$ cat config.mk
export PLATFORM = sky130hd
export DESIGN_NAME = mem_burst_reader
export DESIGN_NICKNAME = d
export VERILOG_FILES = /design/src/rtl/mem_burst_reader.sv
export SDC_FILE = /design/constraint.sdc
export NUM_CORES = 1
export LEC_CHECK = 0
export BUFFER_PORTS_ARGS = -buffer_cell sky130_fd_sc_hd__buf_2
export CORE_UTILIZATION = 55
export CTS_BUF_LIST = sky130_fd_sc_hd__clkbuf_8 sky130_fd_sc_hd__clkbuf_16
export DETAILED_ROUTE_END_ITERATION = 10
export PLACE_DENSITY = 0.82
export SLEW_MARGIN = 40
export SYNTH_ARGS = -nofsm -noshare
export SYNTH_HDL_FRONTEND = slang
export SYNTH_SLANG_ARGS = --single-unit
$ cat constraint.sdc
create_clock -name clk -period 2.9 [get_ports clk]
set_clock_uncertainty 0.2 [all_clocks]
set_input_delay 0.145 -clock clk [delete_from_list [all_inputs] [get_ports clk]]
set_output_delay 0.145 -clock clk [all_outputs]
set_load 0.01 [all_outputs]
$ cat src/rtl/mem_burst_reader.sv
// Burst reader: streams len words from a fixed-latency memory into a destination register.
// Optional BURST_ABORT_EN adds an abort input that stops issue and flushes buffered data.
module mem_burst_reader #(
  parameter int MEM_LAT    = 2,
  parameter int FIFO_DEPTH = 4
) (
  input  logic       clk,
  input  logic       rst,
  input  logic       start,
  input  logic [7:0] base_addr,
  input  logic [7:0] len,
  output logic       mem_rd,
  output logic [7:0] mem_addr,
  input  logic [7:0] mem_data,
  output logic       dst_load,
  output logic [7:0] dst_data,
  input  logic       dst_ready,
`ifdef BURST_ABORT_EN
  input  logic       abort,
`endif
  output logic       busy,
  output logic       done
);

  // state  | meaning
  // IDLE   | waiting for start
  // RUN    | issuing reads, returns streaming to destination
  // DRAIN  | all reads issued, waiting for returns and FIFO to empty
  // FINISH | one-cycle done pulse
  typedef enum logic [1:0] {IDLE, RUN, DRAIN, FINISH} state_t;

  localparam int PW = (FIFO_DEPTH > 1) ? $clog2(FIFO_DEPTH) : 1;
  localparam int CW = $clog2(FIFO_DEPTH + 1);

  state_t             state;
  logic [7:0]         addr_q;
  logic [8:0]         total;
  logic [8:0]         issued;
  logic [MEM_LAT-1:0] vld_sr;
  logic [MEM_LAT-1:0] vld_shift;
  logic [7:0]         fifo_mem [FIFO_DEPTH];
  logic [PW-1:0]      wr_ptr;
  logic [PW-1:0]      rd_ptr;
  logic [CW-1:0]      fifo_cnt;
  logic [CW-1:0]      cnt_next;
  logic [7:0]         outstanding;
  logic [7:0]         occupancy;
  logic               push;
  logic               pop;
  logic               fifo_empty;
  logic               aborting;
  logic               abort_now;

`ifdef BURST_ABORT_EN
  assign abort_now = abort && ((state == RUN) || (state == DRAIN));

  // Remembers an abort so returns of reads still in flight are dropped.
  always_ff @(posedge clk) begin
    if (rst) begin
      aborting <= 1'b0;
    end else if (abort_now) begin
      aborting <= 1'b1;
    end else if (state == FINISH) begin
      aborting <= 1'b0;
    end
  end
`else
  assign abort_now = 1'b0;
  assign aborting  = 1'b0;
`endif

  function automatic logic [PW-1:0] ptr_inc(input logic [PW-1:0] p);
    return (p == PW'(FIFO_DEPTH - 1)) ? '0 : p + PW'(1);
  endfunction

  always_comb begin
    outstanding = '0;
    for (int i = 0; i < MEM_LAT; i++) begin
      outstanding = outstanding + 8'(vld_sr[i]);
    end
  end

  assign occupancy  = outstanding + 8'(fifo_cnt);
  assign vld_shift  = vld_sr << 1;
  assign fifo_empty = (fifo_cnt == '0);

  assign mem_rd   = (state == RUN) && !abort_now && (issued < total) &&
                    (occupancy < 8'(FIFO_DEPTH));
  assign mem_addr = addr_q;
  assign dst_load = !fifo_empty && dst_ready && !abort_now;
  assign dst_data = fifo_empty ? 8'h00 : fifo_mem[rd_ptr];
  assign push     = vld_sr[MEM_LAT-1] && !aborting && !abort_now;
  assign pop      = dst_load;
  assign busy     = (state != IDLE);
  assign done     = (state == FINISH);

  always_comb begin
    cnt_next = fifo_cnt;
    if (push && !pop) begin
      cnt_next = fifo_cnt + CW'(1);
    end else if (pop && !push) begin
      cnt_next = fifo_cnt - CW'(1);
    end
  end

  always_ff @(posedge clk) begin
    if (push) begin
      fifo_mem[wr_ptr] <= mem_data;
    end
  end

  always_ff @(posedge clk) begin
    if (rst) begin
      state    <= IDLE;
      addr_q   <= '0;
      total    <= '0;
      issued   <= '0;
      vld_sr   <= '0;
      wr_ptr   <= '0;
      rd_ptr   <= '0;
      fifo_cnt <= '0;
    end else begin
      vld_sr <= MEM_LAT'({vld_sr, mem_rd});

      if (abort_now) begin
        wr_ptr   <= '0;
        rd_ptr   <= '0;
        fifo_cnt <= '0;
      end else begin
        if (push) wr_ptr <= ptr_inc(wr_ptr);
        if (pop)  rd_ptr <= ptr_inc(rd_ptr);
        fifo_cnt <= cnt_next;
      end

      if (mem_rd) begin
        addr_q <= addr_q + 8'd1;
        issued <= issued + 9'd1;
      end

      // Leave DRAIN on the cycle the last word leaves, so done follows it directly.
      case (state)
        IDLE: begin
          if (start) begin
            addr_q <= base_addr;
            total  <= (len == 8'd0) ? 9'd256 : {1'b0, len};
            issued <= '0;
            state  <= RUN;
          end
        end
        RUN: begin
          if (abort_now) begin
            state <= (vld_shift == '0) ? FINISH : DRAIN;
          end else if (mem_rd && (issued + 9'd1 == total)) begin
            state <= DRAIN;
          end
        end
        DRAIN: begin
          if (abort_now) begin
            state <= (vld_shift == '0) ? FINISH : DRAIN;
          end else if ((vld_shift == '0) && (cnt_next == '0)) begin
            state <= FINISH;
          end
        end
        FINISH: state <= IDLE;
        default: state <= IDLE;
      endcase
    end
  end

endmodule

==> summary.txt, run 1 <==
Status
  • Outcome: finished clean

Power
  • PwrDens: 793 mW/mm2
  • Maximum VDD drop: 626 uV
  • Switching pwr: 1200 uW
  • Combinational power share: 36.7%
  • Tot Pwr: 3460 uW
  • Clk pwr share: 25.1%
  • Leakage power: 0.00173 uW
  • Switching share of power: 34.8%
  • Int Pwr: 2260 uW
  • Sequential power share: 38.3%

Critical path
  • Arrival @ worst endpoint: 2.42 ns
  • Slowest-stage cell, CP: o41ai_1
  • CP startpoint kind: register
  • Worst Setup End Kind: output pin
  • Worst Setup Path Type: register to output pin
  • CP top delay family: compound AO/OA/AOI/OAI gates
  • Buf+Inv Stages, Crit Path: 3
  • Crit path max fanout: 7
  • CP Data Required Time: 2.56 ns
  • Crit-path max cell delay: 0.51 ns
  • CP Cell Sequence: inv_1, ha_1, a22o_1, o41ai_1, and2_1, buf_4, buf_2

Cells and area
  • Final Util: 71.6%
  • Final net count: 465
  • Fillers: 437
  • Multi-input logic area: 0.00167 mm2
  • ANT cells: 0
  • FF+latch area: 0.00174 mm2
  • Syn-to-layout area delta: 22.8%
  • Fraction of layout cells with a size suffix above 1: 21.1%

Floorplanning
  • Die Y: 82.4 um
  • Starting density of the core: 58.4%
  • Die Wd: 82.4 um
  • Core area: 0.00610 mm2
  • # rows: 28
  • Ports: 48
  • Total die area: 0.00679 mm2

Placement
  • Routability cong.: 0.873
  • Final HPWL DP: 5190 um
  • Buffers on Ports: 47
  • DP Worst Slack: 0.127 ns

Clock network
  • H-tree Lvls: 3
  • CTS max path bufs: 2
  • Clk root buf: clkbuf_8
  • TritonCTS clock tree: built
  • Clk_lat worst skew: 0.34 ns
  • TritonCTS Buffers: 9
  • Clk slew on worst S/H paths: 0.08 ns
  • CTS sink cnt: 71

Synth
  • Asr flop ratio synth: 0%
  • Most area-consuming cells after synthesis: edfxtp_1, dfxtp_1, ha_1
  • Yosys top cell area share: 27.0%
  • Most numerous cell in the Yosys netlist: dfxtp_1
  • Seq/Total Area, Yosys: 49.0%
  • Post-Syn Nets: 388
  • Cell count after synthesis: 335
  • Syn. warnings: 0
  • Syn_area_per_cell: 10.6 um2
  • Synth top cells by count: dfxtp_1, edfxtp_1, nand2_1, nor2_1, ha_1
  • Most used flip-flop cell after synthesis: dfxtp_1
  • Post-synth top area cell: edfxtp_1
  • Post-synth EDFFs: 32
  • FF+latch count, synth: 71
  • Cell variety after synth: 48
  • Post-Syn Area: 0.00356 mm2

Drt
  • Via count: 2713
  • Initial DRT Pass Iterations: 4
  • DRC: 0
  • Vias/cell: 5.51
  • Remaining antenna violation count: 0
  • DRT Wirelength: 7590 um
  • Drt initial violations: 138
  • Routed length per instance: 15.4 um

STA
  • Hold slack: 0.0704 ns
  • Max-slew headroom: 64.1%
  • Minimum clock period: 2.77 ns
  • RSZ-0062 raised after global routing: no
  • Fin. Hold Viols: 0
  • Final Cycle Share: 95.4%
  • Final setup fails: 0
  • Final setup TNS: 0 ns
  • Fmax: 361 MHz
  • Slew at the pin with the worst max-slew slack: 0.531 ns
  • Count of final max-slew check failures: 0
  • Setup WS post-layout: 0.133 ns

Global routing
  • First-pass GRT wire length: 12200 um
  • Initial antenna violation count: 0
  • Vias in the first global route: 2603
  • All-layer global routing usage: 24.4%
  • Gr ovfl total: 0
  • Largest net degree at the start of global routing: 31

Flow run
  • Number of max-cap violations: 0

Worst hold path
  • Type of the worst min-delay path: input port to register
registers in the layout (all words and copies together) (netlist names), named ones only:
| register | cells |
|---|---|
| fifo_mem | 32 |
| total | 9 |
| mem_addr | 8 |
| vld_sr | 2 |
| state | 2 |
| issued | 9 |
| rd_ptr | 2 |
| wr_ptr | 2 |
| fifo_cnt | 3 |
per-layer routing:
metal | global-route usage [%] | share of wire [%]
met1 | 28.3 | 42
met2 | 44.1 | 51
met3 | 3.96 | 4.8
met4 | 10.2 | 1.8
met5 | 0 | 0
cell type report:
type | instances | area share, %
flip-flops and latches | 71 | 39.9
multi-input cells | 226 | 38.3
repair buffers | 82 | 12.8
clock buffers | 9 | 2.84
clock inverters | 7 | 2.21
well taps | 75 | 2.15
inverters | 22 | 1.89
layout by cell type, fill, tap and decap left out, types with 2 or more instances in the layout:
cell and count:
edfxtp_1 32, o21a_1 2, nor4_1 3, nand2_1 30
a21oi_1 18, nor2_1 30, nand3_1 7, a211oi_1 12
clkbuf_8 9, dfxtp_1 39, buf_2 47, nand4_1 7
or3_1 2, inv_1 20, bufinv_16 2, mux2i_1 4
o211ai_1 2, nand2b_1 2, xnor2_1 13, and3_1 5
o21ai_0 5, buf_4 11, dlygate4sd3_1 24, and2_1 7
clkinv_2 2, xor2_1 12, ha_1 24, inv_2 2
nor2b_1 12, mux4_2 8, clkinv_4 2
path summary, 6_finish.rpt:
| path | slack [ns] | end | from | cells past startpoint |
|---|---|---|---|---|
| worst max-delay path | 0.13 | mem_rd | total[6] | 7 |
| worst min-delay path | 0.07 | wr_ptr[1] | rst | 2 |
| worst max register to register | 0.14 | state[0] | total[6] | 8 |
| worst min register to register | 0.28 | total[0] | total[0] | 2 |
power by group through the flow:
stage	Combinational, uW	Clock (uW)	Sequential (uW)
after global placement	1170	0	1340
final	1270	867	1320
after global routing	1410	921	1350
after floorplan	884	0	1300
after detailed placement	1210	0	1340
after CTS	1240	885	1320
worst register-to-register path, delay by kind of cell (launching register included):
kind            cells  cell delay [ns]
flops               1             0.38
fa+ha+maj           1             0.31
buf+inv             1             0.06
compound gates      6             1.74
cells by family after synthesis:
family,share of synthesized area (%)
adder cells (fa/ha/maj),8.79
XOR/XNOR,6.16
flip-flops,49.0
AND/OR/NAND/NOR,15.6
multiplexers,6.19
buffers and inverters,4.29
AO/OA/AOI/OAI,10.0
metrics by stage:
stage / std cells / area [um2]
2_1_floorplan: 335 / 3560
3_3_place_gp: 452 / 3900
3_5_place_dp: 452 / 3900
4_1_cts: 492 / 4360
5_1_grt: 492 / 4370
6_report: 492 / 4370
timing repair:
item | 4_1_cts | 5_1_grt
endpoints found under the hold margin | 49 | 0
setup buffers | 0 | 0
endpoints found under the setup margin | 0 | 2
resized for setup | 0 | 2
hold buffers | 24 | 0
Power figures use the tool's default switching activity.
==> inputs of run 2 (changes only) <==
clock period = 3.5 ns   (was 2.9 ns; I/O delays follow)
==> summary.txt, run 2 (synthesis results as in run 1) <==
Clock network
  • Clk root buf: clkbuf_8
  • TritonCTS Buffers: 9
  • H-tree Lvls: 3
  • TritonCTS clock tree: built
  • CTS max path bufs: 2
  • Clk_lat worst skew: 0.34 ns
  • Post-CTS Setup Inserts: 0
  • Cts hold-fix bufs: 24
  • CTS sink cnt: 71
  • Post-CTS sizing: 0
  • Clk slew on worst S/H paths: 0.08 ns

STA
  • Slew at the pin with the worst max-slew slack: 0.589 ns
  • Fmax: 317 MHz
  • Setup WS post-layout: 0.342 ns
  • RSZ-0062 raised after global routing: no
  • Final setup fails: 0
  • Final setup TNS: 0 ns
  • Fin. Hold Viols: 0
  • Minimum clock period: 3.16 ns
  • Final Cycle Share: 90.2%
  • Max-slew headroom: 60.6%
  • Count of final max-slew check failures: 0

Global routing
  • All-layer global routing usage: 23.5%
  • GRT met1 Usage: 26.6%
  • Vias in the first global route: 2625
  • Largest net degree at the start of global routing: 31
  • Met3 usage: 5.93%
  • Met2 Usage GRT: 42.6%
  • Busiest grt layer: met2
  • Gr ovfl total: 0
  • Initial antenna violation count: 0
  • First-pass GRT wire length: 11700 um

Critical path
  • CP startpoint kind: register
  • Crit path max fanout: 12
  • Reg2reg end: state[0]
  • Worst R2R Setup Slack: 0.34 ns
  • Worst Setup End Kind: register
  • Reg2Reg Depth: 11
  • Arrival @ worst endpoint: 3.15 ns
  • R2r startpoint: fifo_cnt[0]
  • CP Data Required Time: 3.49 ns
  • Worst Setup Path Type: register to register

Floorplanning
  • Die Y: 82.4 um
  • Ports: 48
  • Total die area: 0.00679 mm2
  • Core area: 0.00610 mm2
  • # rows: 28
  • Die Wd: 82.4 um
  • Starting density of the core: 58.4%

Placement
  • DP Worst Slack: 0.363 ns
  • Routability cong.: 0.839
  • Buffers on Ports: 47
  • Final HPWL DP: 4850 um

Power
  • Maximum VDD drop: 478 uV
  • Tot Pwr: 2800 uW
  • PwrDens: 650 mW/mm2
  • Leakage power: 0.00168 uW

Drt
  • Remaining antenna violation count: 0
  • DRC: 0
  • DRT Wirelength: 7150 um
  • Via count: 2684
  • Routed length per instance: 14.7 um
  • Initial DRT Pass Iterations: 4
  • Drt initial violations: 86
  • Vias/cell: 5.53

Cells and area
  • Most frequent cells in the layout: buf_2, dfxtp_1, edfxtp_1
  • Final net count: 458
  • ANT cells: 0
  • Commonest non-fill, non-tap cell in the layout: buf_2
  • Top reg by flops: fifo_mem
  • Syn-to-layout area delta: 20.9%
  • Fillers: 451
  • Fraction of layout cells with a size suffix above 1: 19.0%
  • Max reg flops: 32
  • Biggest regs: fifo_mem x32, issued x9, total x9

Worst hold path
  • Hold path depth: 2
  • HP Start: rst
  • Type of the worst min-delay path: input port to register
  • Hold endpoint: wr_ptr[1]

Status
  • Outcome: finished clean

Flow run
  • Number of max-cap violations: 0
## run 2: changes by cell type in the layout (fill, tap and decap cells not counted)
cell,before,now
buf_4,11,4
clkinv_1,0,1
clkinv_2,2,1
ha_1,24,25
nand2b_2,0,1
clkinv_4,2,0
inv_1,20,21
clkinvlp_4,0,1
ha_2,1,0
nand2b_4,1,0
## run 2: final cells by class
class                   count  area (um2)  share of cell area (%)
flip-flops and latches     71        1740                    40.5
multi-input cells         226        1660                    38.7
repair buffers             75         505                    11.8
clock buffers               9         124                    2.88
well taps                  75        93.8                    2.18
clock inverters             7        88.8                    2.07
inverters                  22        82.6                    1.92
## run 2: stage by stage
step | hold slack (ns) | cell area, um2 | instances | utilization [%]
6_report | 0.102 | 4300 | 485 | 70.5
5_1_grt | 0.105 | 4300 | 485 | 70.5
4_1_cts | 0.0932 | 4300 | 485 | 70.5
3_5_place_dp | 0.193 | 3850 | 445 | 63.1
3_3_place_gp | 0.191 | 3850 | 445 | 63.1
2_1_floorplan | 0.0739 | 3560 | 335 | -
## run 2: worst max-delay path by stage
| stage | from | end | slack, ns | cells after the start |
|---|---|---|---|---|
| after floorplan | fifo_cnt[0] | state[0] | 0.98 | 11 |
| after global placement | fifo_cnt[0] | state[0] | 0.49 | 11 |
| after detailed placement | fifo_cnt[0] | state[0] | 0.36 | 11 |
| after CTS | fifo_cnt[0] | state[0] | 0.34 | 11 |
| after global routing | fifo_cnt[0] | state[0] | 0.07 | 11 |
| final | fifo_cnt[0] | state[0] | 0.34 | 11 |
## run 2: critical path, cell delays in order, from the launching register on
cell and delay [ns]:
dfxtp_1 0.38, inv_2 0.08, ha_1 0.14, ha_1 0.39, nand2b_2 0.35, inv_2 0.09
or3_1 0.32, a311o_1 0.35, o21a_1 0.17, a311oi_2 0.25, and2_1 0.21, a211oi_2 0.07
## run 2: layer usage
| metal | vias to the layer above | wire (um) |
|---|---|---|
| li1 | 1326 | - |
| met1 | 1268 | 3150 |
| met2 | 76 | 3550 |
| met3 | 14 | 296 |
| met4 | 0 | 143 |
| met5 | - | 0 |
## run 2: power by group
| group | switching (uW) | internal (uW) |
|---|---|---|
| Clock | 302 | 398 |
| Combinational | 542 | 459 |
| Sequential | 127 | 969 |
| Total | 970 | 1830 |
